--- config.mk ---
export PLATFORM = sky130hd
export DESIGN_NAME = iop_bus_bridge
export DESIGN_NICKNAME = d
export VERILOG_FILES = /design/src/rtl/iop_bus_bridge.sv
export SDC_FILE = /design/constraint.sdc
export NUM_CORES = 1
export LEC_CHECK = 0
export CORE_ASPECT_RATIO = 0.7
export CORE_MARGIN = 2
export CORE_UTILIZATION = 25
export DETAILED_ROUTE_END_ITERATION = 16
export PLACE_DENSITY_LB_ADDON = 0.15
export SLEW_MARGIN = 10
export SYNTH_ARGS = -nofsm -noshare
export SYNTH_HDL_FRONTEND = slang
export SYNTH_SLANG_ARGS = --single-unit
--- constraint.sdc ---
create_clock -name sysclk -period 6.3 [get_ports sysclk]
set_input_delay 1.26 -clock sysclk [delete_from_list [all_inputs] [get_ports sysclk]]
set_output_delay 1.26 -clock sysclk [all_outputs]
set_load 0.005 [all_outputs]
--- src/rtl/iop_bus_bridge.sv ---
// iop_bus_bridge
// ------------------------------------------------------------------------
// Bridges a simple core bus onto a split read/write memory-side port.
// Core writes are posted into a small FIFO and drained to the memory side in
// order. Core reads are handled by a small FSM. It first waits for the write
// buffer to empty, so a read can never overtake an earlier write. It then
// issues a single read request and completes the core access one cycle after
// the data is captured.
//
// Handshake semantics:
//   core side  : a write completes in the cycle where core_write=1 and
//                core_rdy=1. A read is held by the core until core_rdy=1.
//                core_rdata is valid in that cycle and holds until the next
//                read capture.
//   memory side: IOPWREQ/IOPRREQ act as "valid", and IOPWWAIT/IOPRWAIT act
//                as an inverted "ready". A request transfers at the edge
//                where REQ=1 and WAIT=0. The request and its address/data
//                stay stable while WAIT=1.
//
// Ports
//   sysclk, sysrst            clock, synchronous active-high reset
//   core_addr/wdata           core access address / write data
//   core_write, core_read     core access requests
//   core_rdata, core_rdy      registered read data, access accepted/completed
//   IOPWADDR/WDATA/WREQ       memory-side write request (head of buffer)
//   IOPWWAIT                  memory-side write stall
//   IOPRADDR/RREQ             memory-side read request
//   IOPRDATA, IOPRWAIT        memory-side read data and read stall
//   wbuf_level                occupied write-buffer entries
// ------------------------------------------------------------------------
module iop_bus_bridge #(
    parameter int AW         = 21,
    parameter int DW         = 8,
    parameter int WBUF_DEPTH = 4
) (
    input  logic                          sysclk,
    input  logic                          sysrst,
    input  logic [AW-1:0]                 core_addr,
    input  logic [DW-1:0]                 core_wdata,
    input  logic                          core_write,
    input  logic                          core_read,
    output logic [DW-1:0]                 core_rdata,
    output logic                          core_rdy,
    output logic [AW-1:0]                 IOPWADDR,
    output logic [DW-1:0]                 IOPWDATA,
    output logic                          IOPWREQ,
    input  logic                          IOPWWAIT,
    output logic [AW-1:0]                 IOPRADDR,
    output logic                          IOPRREQ,
    input  logic [DW-1:0]                 IOPRDATA,
    input  logic                          IOPRWAIT,
    output logic [$clog2(WBUF_DEPTH):0]   wbuf_level
);

    localparam int PW = $clog2(WBUF_DEPTH);
    localparam int LW = PW + 1;

    typedef enum logic [1:0] {
        IDLE  = 2'd0,
        DRAIN = 2'd1,
        RREQ  = 2'd2,
        RDONE = 2'd3
    } rd_state_e;

    rd_state_e       state_q, state_d;
    logic [AW-1:0]   raddr_q, raddr_d;
    logic [DW-1:0]   rdata_q, rdata_d;

    // Write buffer storage. It has no reset because the pointers define validity.
    logic [AW-1:0]   wbuf_addr [WBUF_DEPTH];
    logic [DW-1:0]   wbuf_data [WBUF_DEPTH];
    logic [PW-1:0]   wr_ptr_q, wr_ptr_d;
    logic [PW-1:0]   rd_ptr_q, rd_ptr_d;
    logic [LW-1:0]   count_q, count_d;

    logic            wbuf_empty;
    logic            wbuf_full;
    logic            wbuf_push;
    logic            wbuf_pop;

    assign wbuf_empty = (count_q == '0);
    // Fullness uses the registered count only. A pop in the same cycle does not
    // free a slot until the next cycle, which keeps core_rdy off the WAIT path.
    assign wbuf_full  = (count_q == LW'(WBUF_DEPTH));
    assign wbuf_pop   = !wbuf_empty && !IOPWWAIT;

    // ------------------------------------------------------------------
    // Read FSM and core handshake
    // ------------------------------------------------------------------
    always_comb begin
        state_d   = state_q;
        raddr_d   = raddr_q;
        rdata_d   = rdata_q;
        wbuf_push = 1'b0;
        core_rdy  = 1'b0;
        IOPRREQ   = 1'b0;
        IOPRADDR  = '0;
        unique case (state_q)
            IDLE: begin
                // Writes are only serviced here. When write and read arrive
                // together, the write wins and the read waits.
                wbuf_push = core_write && !wbuf_full;
                core_rdy  = wbuf_push;
                if (core_read && !core_write) begin
                    raddr_d = core_addr;
                    state_d = wbuf_empty ? RREQ : DRAIN;
                end
            end
            DRAIN: begin
                // No pushes happen outside IDLE, so the level only falls here.
                if (wbuf_empty) begin
                    state_d = RREQ;
                end
            end
            RREQ: begin
                IOPRREQ  = 1'b1;
                IOPRADDR = raddr_q;
                if (!IOPRWAIT) begin
                    rdata_d = IOPRDATA;
                    state_d = RDONE;
                end
            end
            RDONE: begin
                core_rdy = 1'b1;
                state_d  = IDLE;
            end
            default: begin
                state_d = IDLE;
            end
        endcase
    end

    always_ff @(posedge sysclk) begin
        if (sysrst) begin
            state_q <= IDLE;
            raddr_q <= '0;
            rdata_q <= '0;
        end else begin
            state_q <= state_d;
            raddr_q <= raddr_d;
            rdata_q <= rdata_d;
        end
    end

    // ------------------------------------------------------------------
    // Posted-write FIFO
    // ------------------------------------------------------------------
    always_comb begin
        wr_ptr_d = wr_ptr_q;
        rd_ptr_d = rd_ptr_q;
        count_d  = count_q;
        // Pointers are PW bits wide, so incrementing them wraps modulo the depth.
        if (wbuf_push) begin
            wr_ptr_d = wr_ptr_q + PW'(1);
        end
        if (wbuf_pop) begin
            rd_ptr_d = rd_ptr_q + PW'(1);
        end
        unique case ({wbuf_push, wbuf_pop})
            2'b10:   count_d = count_q + LW'(1);
            2'b01:   count_d = count_q - LW'(1);
            default: count_d = count_q;
        endcase
    end

    always_ff @(posedge sysclk) begin
        if (sysrst) begin
            wr_ptr_q <= '0;
            rd_ptr_q <= '0;
            count_q  <= '0;
        end else begin
            wr_ptr_q <= wr_ptr_d;
            rd_ptr_q <= rd_ptr_d;
            count_q  <= count_d;
        end
    end

    always_ff @(posedge sysclk) begin
        if (wbuf_push) begin
            wbuf_addr[wr_ptr_q] <= core_addr;
            wbuf_data[wr_ptr_q] <= core_wdata;
        end
    end

    // ------------------------------------------------------------------
    // Outputs
    // ------------------------------------------------------------------
    assign IOPWREQ    = !wbuf_empty;
    assign IOPWADDR   = wbuf_empty ? '0 : wbuf_addr[rd_ptr_q];
    assign IOPWDATA   = wbuf_empty ? '0 : wbuf_data[rd_ptr_q];
    assign wbuf_level = count_q;
    assign core_rdata = rdata_q;

endmodule
==> results.md, run 1 <==
* Status: finished clean
* Switching share of power at 29.9%
* Avg Cell Area, Syn at 15.4 sq um
* Int Power at 2.36 mW
* Post-cts resize count at 0
* Antenna diode count at 0
* Cell taking the most area after synthesis: edfxtp_1
* Vias per cell at 4.29
* Fmax at 0.253 GHz
* Post-DRT Antenna Nets at 0
* Sequential area share after synthesis at 69.1%
* Flops & latches, synth at 156
* TNS Setup at 0 ps
* Layout cells sized above 1 at 14.3%
* # DRC at 0
* Finish-stage setup viols at 0
* Hold_buf cts at 0
* Setup Skew at 13.4 ps
* CTS root buf: clkbuf_16
* Site Rows at 48
* Met3 global-route usage at 3.29%
* Global-route wire length before repair at 22700 microns
* Main synth FF type: edfxtp_1
* Critical Path RT at 5040 ps
* Clock Pin Slew Worst Setup and Hold Paths at 70 ps
* Routability cong. at 0.686
* CTS tree: built
* Clk pwr share at 29.9%
* Nets at 565
* Largest delay contributor family on the critical path: buffers and inverters
* Busiest metal layer after global routing: met2
* Total Routing Usage GR at 12.0%
* Vias in the first global route at 3757
* Period utilization at 62.6%
* Num CTS Buffers at 17
* Starting DRC count in detailed routing at 160
* Logic pwr share at 30.2%
* Unique cell type count in the Yosys netlist at 36
* Hold crit path type: reg -> reg
* Worst path most repeated cell: clkdlybuf4s50_1
* Clock tree buffer depth at 2
* Via count at 3643
* Total power at 3.37 mW
* Final core utilization at 33.4%
* CORE AREA at 24500 sq um
* Final Max Tran Viols at 0
* Reg power frac at 39.9%
* CTS sink count at 156
* Depth of the most critical reg-to-reg path at 5
* Grt ovf at 0
* Post-synth EDFFs at 116
* Worst hold slack at 452 ps
* Largest net degree at the start of global routing at 41
* Worst-Skew Late Latency at 430 ps
* GR Util met2 at 19.1%
* Antenna violations before repair at 0
* Max Cap Viol at 0
* Worst slew margin at 29.2%
* Top-area cell type share of the netlist area at 56.2%
* DIE WIDTH at 192 microns
* Critical path startpoint category: input port
* RSZ-0062 raised after global routing: false
* Psw at 1.01 mW
* Static Leakage at 2.66 nW
* Met1 Use GR at 16.0%
* Max incr delay on CP at 530 ps
* H-tree depth at 4
* Die Span Y at 136 microns
* Maximum VDD drop at 0.161 mV
* Crit Path Category: in -> out
* Hold depth at 2
* Final hold vios at 0
* Crit path max fanout at 5
* Crit path cell chain: clkdlybuf4s50_1, nand2_1, nor2_1, o21ba_2, clkdlybuf4s50_1
* IO buf count at 106
* I/O Pins at 107
* Post-Syn Area at 6200 sq um
* Pwr dens at 412 nW/um^2
* Min cycle time layout at 3950 ps
* CP bufs+invs at 2
* Drt pass-1 iters at 4
* Post-Syn Instances at 404
* Non-Filler Instances at 849
* Least-Margin Pin Slew at 1060 ps
* YS warnings at 0
* Die area at 26100 sq um
* Top cells by area, synth: edfxtp_1, dfxtp_1, mux4_2
* Wirelength per Cell at 17.9 microns
* Crit path arrival time at 2690 ps
* Post-synth ARST share at 0%
* Crit end category: output pin
* Routed WL at 15200 microns
* Initial Util at 25.3%
* Placed cells at 817
* WP depth at 5
* Slowest-stage cell, CP: clkdlybuf4s50_1
* Layout area overhead at 31.9%
* Synthesized net count at 458
* DPL Wire Length at 9110 microns
* Post-CTS setup buffers at 0
[per-stage QoR]
step	setup slack (ps)	cell area (sq um)
floorplan	3460	6200
global placement	2380	7600
detailed placement	2340	7600
CTS	2260	8180
global route	2130	8180
finish	2350	8180
[metal layers]
layer,vias to the layer above,wire (microns),share of wire [%]
met5,-,0,0
met2,75,7310,48
met4,0,121,0.79
met3,9,667,4.4
li1,1693,-,-
met1,1866,7140,47
[logic make-up (layout without fill, tap and decap cells)]
group	Yosys count	count (layout)	share of synthesized area [%]
flops	156	156	69.1
simple gates	128	128	10.9
mux	39	39	12.2
compound gates	37	37	3.23
buf+inv	31	151	2.04
fa+ha+maj	11	11	2.34
xor+xnor	2	2	0.282
[power groups by stage]
stage / registers (mW) / logic, mW / clock network [mW]
3_5_place_dp: 1.37 / 1.05 / 0
2_1_floorplan: 1.33 / 0.557 / 0
6_report: 1.34 / 1.02 / 1.01
4_1_cts: 1.35 / 1.05 / 1.03
5_1_grt: 1.36 / 1.12 / 1.08
3_3_place_gp: 1.36 / 1.04 / 0
[registers in the layout (all words and copies together), names as in the netlist, named ones only]
name and flops:
rd_ptr_q 2, raddr_q 21, wr_ptr_q 2, wbuf_data 32, core_rdata 8, wbuf_addr 84
state_q 2, wbuf_level 3
[synth_stat cells, types with 5 or more instances]
cell      instances
and2_1           51
edfxtp_1        116
buf_2             5
a21oi_1          29
ha_1             10
nand2_1          44
inv_1            10
nor2_1           14
mux2i_1           9
dfxtp_1          40
clkbuf_1         12
mux4_2           29
[cells in the final DEF (no fill, tap or decap), drive strengths merged, types with 2 or more instances in the layout]
cell type / instances
nand2b: 2
dfxtp: 40
ha: 10
buf: 3
nor2: 14
nand2: 44
or3: 2
and3: 4
a21oi: 29
nand3: 2
clkbuf: 17
edfxtp: 116
mux4: 29
clkdlybuf4s50: 105
and2: 52
clkinvlp: 5
inv: 19
xor2: 2
mux2i: 9
o21ai: 4
[worst paths after layout]
| path | start | slack (ps) | endpoint |
|---|---|---|---|
| worst max register to register | state_q[0] | 3730 | core_rdata[0] |
| worst max-delay path | core_write | 2350 | core_rdy |
| worst min register to register | raddr_q[4] | 450 | raddr_q[4] |
| worst min-delay path | raddr_q[4] | 450 | raddr_q[4] |
[worst register-to-register path, delay by kind of cell, from the launching register on]
kind,cells,cell delay [ps]
fa+ha+maj,1,840
simple gates,2,860
mux,1,270
buf+inv,1,110
flops,1,340
[layout make-up]
class                   instances  area (sq um)
clock buffers                  17           425
clock inverters                15           151
fillers                      2397         16300
inverters                      11          41.3
multi-input cells             217          1800
flip-flops and latches        156          4290
well taps                     325           407
repair buffers                108          1070
Power figures use the tool's default switching activity.
==> inputs of run 2 (changes only) <==
Clock period 6.3 ns to 3.8 ns, I/O delays scaled along.
==> run 2 against run 1 <==
  * Largest cell class unchanged
  * First-iteration DRC count increased by 1.3%
  * Sequential power increased by 65%
  * Sequential share of layout area decreased by 0.52 points
  * Via count unchanged
  * Non-clock buffer count increased by 3
  * Setup slack got worse by 1800 ps
  * Count of clock-buffer cells in the layout unchanged
==> results.md, run 2 (same netlist as run 1, synthesis figures left out) <==
* Antenna violations before repair at 1 (was 0)
* RSZ-0062 raised after global routing: false (unchanged)
* Reg power frac at 38.5% (was 39.9%)
* Drt pass-1 iters at 4 (unchanged)
* Layout area overhead at 33.2% (was 31.9%)
* DIE WIDTH at 192 microns (unchanged)
* Period utilization at 84.8%
* Via count at 3643 (unchanged)
* Biggest regs: wbuf_addr: 84 flops, wbuf_data: 32 flops, raddr_q: 21 flops (unchanged)
* Maximum VDD drop at 0.326 mV (was 0.161 mV)
* Worst-Skew Late Latency at 420 ps (was 430 ps)
* Routability cong. at 0.749 (was 0.686)
* I/O Pins at 107 (unchanged)
* Total power at 5.74 mW (was 3.37 mW)
* Hold EP: raddr_q[18] (was raddr_q[4])
* Clk pwr share at 31.3% (was 29.9%)
* Met3 global-route usage at 3.76% (was 3.29%)
* Antenna diode count at 0 (unchanged)
* IO buf count at 106 (unchanged)
* Wirelength per Cell at 17.9 microns (about the same)
* Largest net degree at the start of global routing at 41 (unchanged)
* Largest Register: wbuf_addr (unchanged)
* Min cycle time layout at 3220 ps
* Pwr dens at 695 nW/um^2 (was 412 nW/um^2)
* Clock Pin Slew Worst Setup and Hold Paths at 60 ps (was 70 ps)
* Reg-to-Reg End: wbuf_level[2] (was core_rdata[0])
* Vias in the first global route at 3869 (was 3757)
* Max Cap Viol at 0 (unchanged)
* # DRC at 0 (unchanged)
* CTS tree: built (unchanged)
* Clock tree buffer depth at 2 (unchanged)
* Hold depth at 2 (unchanged)
* TNS Setup at 0 ps (unchanged)
* Flop-to-flop setup slack at 1520 ps (was 3730 ps)
* Int Power at 4.07 mW (was 2.36 mW)
* Post-DRT Antenna Nets at 0 (unchanged)
* Fmax at 0.310 GHz
* Die area at 26100 sq um (unchanged)
* Site Rows at 48 (unchanged)
* Psw at 1.67 mW (was 1.01 mW)
* Final hold vios at 0 (unchanged)
* Hold_buf cts at 0 (unchanged)
* Die Span Y at 136 microns (unchanged)
* Post-cts resize count at 0 (unchanged)
* Busiest metal layer after global routing: met2 (unchanged)
* DPL Wire Length at 9440 microns (was 9110 microns)
* Finish-stage setup viols at 0 (unchanged)
* CTS sink count at 156 (unchanged)
* Status: finished clean (unchanged)
* Post-CTS setup buffers at 0 (unchanged)
* Crit end category: output pin (unchanged)
* Most common cell after layout, fill and taps aside: edfxtp_1 (unchanged)
* Crit path max fanout at 25 (was 5)
* Final Max Tran Viols at 0 (unchanged)
* Hold path startpoint: raddr_q[18] (was raddr_q[4])
* Reg2Reg Launch Point: state_q[0] (unchanged)
* Initial Util at 25.3% (unchanged)
* Layout cells sized above 1 at 14.6% (was 14.3%)
* Static Leakage at 2.72 nW (was 2.66 nW)
* Crit path arrival time at 2460 ps (was 2690 ps)
* Switching share of power at 29.1% (was 29.9%)
* Starting DRC count in detailed routing at 162 (was 160)
* Worst slew margin at 39.9% (was 29.2%)
* CTS root buf: clkbuf_16 (unchanged)
* Crit Path Category: reg -> out (was in -> out)
* Nets at 568 (was 565)
* Post-route cell area at 8260 sq um (was 8180 sq um)
* Routed WL at 15200 microns (about the same)
* Global-route wire length before repair at 23000 microns (was 22700 microns)
* Grt ovf at 0 (unchanged)
* Least-Margin Pin Slew at 900 ps (was 1060 ps)
* Logic pwr share at 30.2% (about the same)
* Hold crit path type: reg -> reg (unchanged)
* Largest register FFs at 84 (unchanged)
* Total Routing Usage GR at 12.2% (was 12.0%)
* Post-DP Area at 7640 sq um (was 7600 sq um)
* Vias per cell at 4.28 (was 4.29)
* Num CTS Buffers at 17 (unchanged)
* Met1 Use GR at 16.0% (about the same)
* Critical Path RT at 3040 ps (was 5040 ps)
* Depth of the most critical reg-to-reg path at 11 (was 5)
* Critical path startpoint category: register (was input port)
* Most frequent cells in the layout: edfxtp_1, clkdlybuf4s50_1, and2_1, nand2_1, dfxtp_1 (unchanged)
* GR Util met2 at 19.4% (was 19.1%)
* Setup Skew at 10.5 ps (was 13.4 ps)
* CORE AREA at 24500 sq um (unchanged)
* H-tree depth at 4 (unchanged)
## run 2: stage by stage
step	instances	utilization (%)	hold slack (ps)	setup slack, ps
floorplan	404	-	432	1540
global placement	820	31.2	438	873
detailed placement	820	31.2	445	857
CTS	852	33.7	454	504
global route	852	33.7	474	423
finish	852	33.7	453	576
## run 2: critical path: stages (launching register included)
cell             delay [ps]
dfxtp_2                 850
buf_4                   280
mux4_2                  300
and2_1                  170
clkdlybuf4s50_1         440
## run 2: routing by layer
layer	share of wire, %	up-vias	wire length [microns]
li1	-	1702	-
met1	47	1850	7170
met2	47	79	7140
met3	5.0	12	765
met4	1.0	0	156
met5	0	-	0
## run 2: how the worst max path moves through the flow
| stage | end | slack, ps | depth (start not counted) |
|---|---|---|---|
| after floorplan | IOPWADDR[17] | 1540 | 4 |
| after global placement | core_rdy | 870 | 5 |
| after detailed placement | core_rdy | 860 | 5 |
| after CTS | IOPWDATA[1] | 500 | 4 |
| after global routing | IOPWADDR[11] | 420 | 4 |
| final | IOPWDATA[1] | 580 | 4 |
## run 2: power by group through the flow
stage	combinational [mW]	sequential (mW)	clock [mW]
floorplan	0.924	2.20	0
global placement	1.79	2.24	0
detailed placement	1.80	2.25	0
CTS	1.81	2.21	1.85
global route	1.93	2.24	1.91
finish	1.74	2.21	1.80
## run 2: cell type report
class	count	area (sq um)
clock buffers	17	425
clock inverters	15	198
fillers	2397	16200
inverters	11	41.3
multi-input cells	217	1800
flip-flops and latches	156	4290
well taps	325	407
repair buffers	111	1110
